## src/rtl/led_pkg.sv

```systemverilog
// Shared constants for the LED pattern sequencer: animation modes, FSM state
// encoding and board defaults.
package led_pkg;

  typedef logic [1:0] led_mode_t;

  localparam led_mode_t MODE_BLINK  = 2'd0;
  localparam led_mode_t MODE_CHASE  = 2'd1;
  localparam led_mode_t MODE_BOUNCE = 2'd2;
  localparam led_mode_t MODE_FILL   = 2'd3;

  localparam logic [1:0] ST_IDLE = 2'd0;
  localparam logic [1:0] ST_LOAD = 2'd1;
  localparam logic [1:0] ST_RUN  = 2'd2;

  localparam int LED_NUM_DEFAULT = 35;
  localparam int CLK_HZ          = 12000000;

endpackage

```

## src/rtl/led_tick_gen.sv

```systemverilog
// Animation prescaler: counts 0..TICK_CYCLES-1 while run_i is high and flags
// the last count as a step; held at zero whenever run_i is low.
module led_tick_gen #(
  parameter int TICK_CYCLES = 1200000,
  parameter int CNT_W       = 24
) (
  input  logic clk_i,
  input  logic rst_i,
  input  logic run_i,
  output logic step_o
);

  logic [CNT_W-1:0] cnt_q, cnt_d;
  logic             last;

  assign last   = (cnt_q == CNT_W'(TICK_CYCLES - 1));
  assign step_o = run_i && last;

  always_comb begin
    cnt_d = '0;
    if (run_i && !last) begin
      cnt_d = cnt_q + CNT_W'(1);
    end
  end

  always_ff @(posedge clk_i or posedge rst_i) begin
    if (rst_i) begin
      cnt_q <= '0;
    end else begin
      cnt_q <= cnt_d;
    end
  end

endmodule

```

## src/rtl/led_pattern_sequencer.sv

```systemverilog
// LED bank controller: paces four animation patterns onto active-low LED pins
// and swaps modes via a valid/ready config slot only on step boundaries.
module led_pattern_sequencer
  import led_pkg::*;
#(
  parameter int LED_NUM     = LED_NUM_DEFAULT,
  parameter int TICK_CYCLES = 1200000,
  parameter int CNT_W       = 24
) (
  input  logic               sys_clk,
  input  logic               sys_rst,
  input  logic               enable,
  input  logic               cfg_valid,
  output logic               cfg_ready,
  input  logic [1:0]         cfg_mode,
  output logic               tick_o,
  output logic [LED_NUM-1:0] leds
);

  logic [1:0]         state_q, state_d;
  logic [LED_NUM-1:0] pattern_q, pattern_d;
  led_mode_t          mode_q, mode_d;
  led_mode_t          pend_mode_q, pend_mode_d;
  logic               pend_valid_q, pend_valid_d;
  logic               applied_q, applied_d;
  logic               dir_q, dir_d;
  logic               tick_q;
  logic               step;

  function automatic logic [LED_NUM-1:0] init_pattern(input led_mode_t m);
    init_pattern = (m == MODE_BLINK) ? '0 : {{(LED_NUM-1){1'b0}}, 1'b1};
  endfunction

  led_tick_gen #(
    .TICK_CYCLES(TICK_CYCLES),
    .CNT_W      (CNT_W)
  ) u_tick (
    .clk_i (sys_clk),
    .rst_i (sys_rst),
    .run_i (state_q == ST_RUN),
    .step_o(step)
  );

  // The slot stays closed one extra cycle after a config is applied.
  assign cfg_ready = !(pend_valid_q || applied_q);
  assign tick_o    = tick_q;
  assign leds      = ~pattern_q;

  always_comb begin
    state_d      = state_q;
    pattern_d    = pattern_q;
    mode_d       = mode_q;
    dir_d        = dir_q;
    pend_valid_d = pend_valid_q;
    pend_mode_d  = pend_mode_q;
    applied_d    = 1'b0;

    if (cfg_valid && cfg_ready) begin
      pend_valid_d = 1'b1;
      pend_mode_d  = cfg_mode;
    end

    case (state_q)
      ST_IDLE: begin
        pattern_d = '0;
        if (pend_valid_q) begin
          mode_d       = pend_mode_q;
          pend_valid_d = 1'b0;
          applied_d    = 1'b1;
        end
        if (enable) state_d = ST_LOAD;
      end
      ST_LOAD: begin
        if (!enable) begin
          state_d   = ST_IDLE;
          pattern_d = '0;
        end else begin
          if (pend_valid_q) begin
            mode_d       = pend_mode_q;
            pattern_d    = init_pattern(pend_mode_q);
            pend_valid_d = 1'b0;
            applied_d    = 1'b1;
          end else begin
            pattern_d = init_pattern(mode_q);
          end
          dir_d   = 1'b1;
          state_d = ST_RUN;
        end
      end
      ST_RUN: begin
        if (!enable) begin
          state_d   = ST_IDLE;
          pattern_d = '0;
        end else if (step && pend_valid_q) begin
          mode_d       = pend_mode_q;
          pattern_d    = init_pattern(pend_mode_q);
          dir_d        = 1'b1;
          pend_valid_d = 1'b0;
          applied_d    = 1'b1;
        end else if (step) begin
          case (mode_q)
            MODE_BLINK: pattern_d = ~pattern_q;
            MODE_CHASE: pattern_d = {pattern_q[LED_NUM-2:0], pattern_q[LED_NUM-1]};
            MODE_BOUNCE: begin
              // Reverse on reaching an end so the end LED is lit for one step only.
              if (dir_q) begin
                if (pattern_q[LED_NUM-1]) begin
                  pattern_d = pattern_q >> 1;
                  dir_d     = 1'b0;
                end else begin
                  pattern_d = pattern_q << 1;
                end
              end else begin
                if (pattern_q[0]) begin
                  pattern_d = pattern_q << 1;
                  dir_d     = 1'b1;
                end else begin
                  pattern_d = pattern_q >> 1;
                end
              end
            end
            default: pattern_d = (&pattern_q) ? '0 : {pattern_q[LED_NUM-2:0], 1'b1};
          endcase
        end
      end
      default: begin
        state_d   = ST_IDLE;
        pattern_d = '0;
      end
    endcase
  end

  always_ff @(posedge sys_clk or posedge sys_rst) begin
    if (sys_rst) begin
      state_q      <= ST_IDLE;
      pattern_q    <= '0;
      mode_q       <= MODE_BLINK;
      pend_mode_q  <= MODE_BLINK;
      pend_valid_q <= 1'b0;
      applied_q    <= 1'b0;
      dir_q        <= 1'b1;
      tick_q       <= 1'b0;
    end else begin
      state_q      <= state_d;
      pattern_q    <= pattern_d;
      mode_q       <= mode_d;
      pend_mode_q  <= pend_mode_d;
      pend_valid_q <= pend_valid_d;
      applied_q    <= applied_d;
      dir_q        <= dir_d;
      tick_q       <= step;
    end
  end

endmodule

```

## config.mk

```make
export PLATFORM = sky130hd
export DESIGN_NAME = led_pattern_sequencer
export DESIGN_NICKNAME = d
export VERILOG_FILES = /design/src/rtl/led_pkg.sv /design/src/rtl/led_tick_gen.sv /design/src/rtl/led_pattern_sequencer.sv
export SDC_FILE = /design/constraint.sdc
export NUM_CORES = 1
export LEC_CHECK = 0
export CAP_MARGIN = 20
export CORE_UTILIZATION = 30
export CTS_CLUSTER_DIAMETER = 100
export DETAILED_ROUTE_END_ITERATION = 16
export GPL_ROUTABILITY_DRIVEN = 0
export PLACE_DENSITY = 0.45
export SYNTH_ARGS = -nofsm -noshare
export SYNTH_HDL_FRONTEND = slang
export SYNTH_SLANG_ARGS = --single-unit
```

## constraint.sdc

```tcl
create_clock -name sys_clk -period 5.26 [get_ports sys_clk]
set_clock_uncertainty 0.1 [all_clocks]
set_input_delay 1.052 -clock sys_clk [delete_from_list [all_inputs] [get_ports sys_clk]]
set_output_delay 1.052 -clock sys_clk [all_outputs]
set_load 0.1 [all_outputs]
```

==> flow_summary.toml <==
[drt]
wirelength_um = 11680
drc = 0
ant_nets = 0
drtPass1Iterations = 4
viasPerCell = 5.328
detail_route.iter0.violations = 229
post_drt_wl_per_cell_um = 17.12
vias = 3634

[clock_tree]
clkLatencyLatePin_ns = 0.34
postCtsSetupBuffers = 0
htree_levels = 3
cts_tree = "built"
cts.sinks = 69
clock-root-buffer = "clkbuf_16"
cts-buffers-inserted = 9
cts_hold_buffers = 0
cts_max_path_buffers = 2
cts.clk_slew.worst_paths_ns = 0.05
ctsResizeCount = 0

[layout]
drive_gt1_share_pct = 7.115
area_growth_pct = 20.36
n_antenna_cell = 0
final_cells = 682
fin_area_um2 = 4979
fill_cells = 1417
fin_nets = 514

[timing]
slew_viol_final = 0
max_slew_margin_pct = 32.11
finalCritPeriodShare_pct = 66.88
hold_viol_final = 0
fin_setup_tns_ns = 0
grt_setup_unrepaired = "false"
whs_ns = 0.4148
worst_pin_slew_ns = 1.012
period_minus_slack_ns = 3.518
setup_viol = 0
max_freq_mhz = 284.3

[grt]
grt-ovfl-total = 0
grt_start_max_net_pins = 53
grt_pass1_wl_um = 19460
grt_use_total_pct = 17.44
antenna_found_initial = 0
grt_pass1_vias = 3613

[placement]
dp_cells = 668
port_buffers = 42
dpl_cell_area_um2 = 4712
dpl.hpwl_um = 7779

[min_path]
worstHoldStart = "u_tick.cnt_q[0]"
min_path_type = "register to register"

[yosys]
synth_cell_types = 47
synth-edff-count = 0
synth.most_common_cell = "dfrtp_1"
avgSynthCellArea_um2 = 8.672
yosys_warnings = 0
synth-seq-cells = 69
yosysSeqAreaShare_pct = 41.77
synth_top_area_cell = "dfrtp_1"
syn_nets = 488
yosys-top-cells-count = "dfrtp_1, nand3_1, inv_1, o21ai_0, nor2_1"
syn_inst = 477
synthArstFlopShare_pct = 100.0
synth_flop_cell = "dfrtp_1"
synth_top_area_share_pct = 41.14
syn_area_um2 = 4136
synthTopCellsByArea = "dfrtp_1, nand3_1, o2bb2ai_1, o21ai_0, a22oi_1"

[floorplanning]
dieArea_um2 = 14260
core_area_um2 = 13350
placementRows = 42
die_width_um = 119.4
dieHeight_um = 119.4
start_util_pct = 30.99
design.portCount = 43

[setup_path]
startpoint_type = "input pin"
setup.worst_path.start = "enable"
critPathKind = "input pin to register"
r2r_start = "state_q[0]"
cp.arrival_ns = 3.67
required_ns = 5.42
crit_path_end_kind = "register"
path_max_fanout = 34

[power_and_ir_drop]
power_mw = 1.914
p_leak_nw = 1.860
power_density_nw_per_um2 = 384.5
ir_drop_v = 0.0002313

[flow_run]
max_cap_viol_count = 0

[status]
status = "completed"
==> layout make-up <==
cell class | count | area, um2 | share of cell area, %
multi-input cells | 331 | 2113 | 42.45
flip-flops and latches | 69 | 1728 | 34.71
repair buffers | 50 | 493.0 | 9.902
clock buffers | 12 | 256.5 | 5.152
well taps | 176 | 220.2 | 4.423
inverters | 42 | 157.7 | 3.167
clock inverters | 2 | 10.01 | 0.2011
==> path summary, 6_finish.rpt <==
kind	cells after the start	endpoint	slack, ns
max	7	pattern_q[11]	1.74
max in group asynchronous	3	pattern_q[31]	3.48
max reg2reg	8	pattern_q[11]	2.23
min in group asynchronous	2	u_tick.cnt_q[18]	0.92
min reg2reg	1	u_tick.cnt_q[0]	0.41
min	1	u_tick.cnt_q[0]	0.41
==> layer usage <==
metal / vias up / wire length [um] / global-route usage [%]
li1: 1782 / - / -
met1: 1791 / 5352 / 21.89
met2: 51 / 5796 / 29.61
met3: 10 / 371 / 4.310
met4: 0 / 156 / 4.844
met5: - / 0 / 0
==> power by group <==
group	switching, mW	internal (mW)
clock network	0.222	0.338
logic	0.476	0.236
registers	0.0710	0.571
==> worst max-delay path: stages <==
cell and delay (ns):
clkdlybuf4s50_1 0.58, clkinv_1 0.25, nor2_2 0.15, buf_4 0.36
nand4_1 0.63, buf_4 0.44, o21ai_0 0.18
==> state kept, by name (all words and copies together) (netlist names) <==
signal / count
u_tick.cnt_q: 24
dir_q: 1
applied_q: 1
mode_q: 2
pend_valid_q: 1
tick_o: 1
state_q: 2
pattern_q: 35
pend_mode_q: 2
==> metrics by stage <==
stage / setup WS (ns) / util [%]
floorplan: 2.273 / -
global placement: 1.398 / 35.15
detailed placement: 1.331 / 35.30
CTS: 1.689 / 37.30
global route: 1.466 / 37.30
finish: 1.742 / 37.30
==> placed cells by master (no fill, tap or decap), drive strengths merged, types with 5 or more instances in the layout <==
cell            n
a21oi          11
a22oi          24
a31oi           6
and3            5
buf             8
clkbuf         12
clkdlybuf4s50  42
dfrtp          68
ha              5
inv            40
mux2            5
nand2          14
nand3          58
nand4          18
nor2           37
nor3            8
nor4            8
o21ai          46
o2bb2ai        25
xnor2           6
xor2           16
==> logic make-up after synthesis <==
group                      Yosys count  share of synthesized area (%)
xor gates and xnor gates            22                          4.658
DFF                                 69                          41.77
AOI/OAI and AO/OA                  128                          20.90
adders and majority gates            5                          1.512
muxes                                9                          2.329
and+or+nand+nor                    167                          21.63
buffers and inverters               77                          7.199
(Power assumes the default switching activity.)
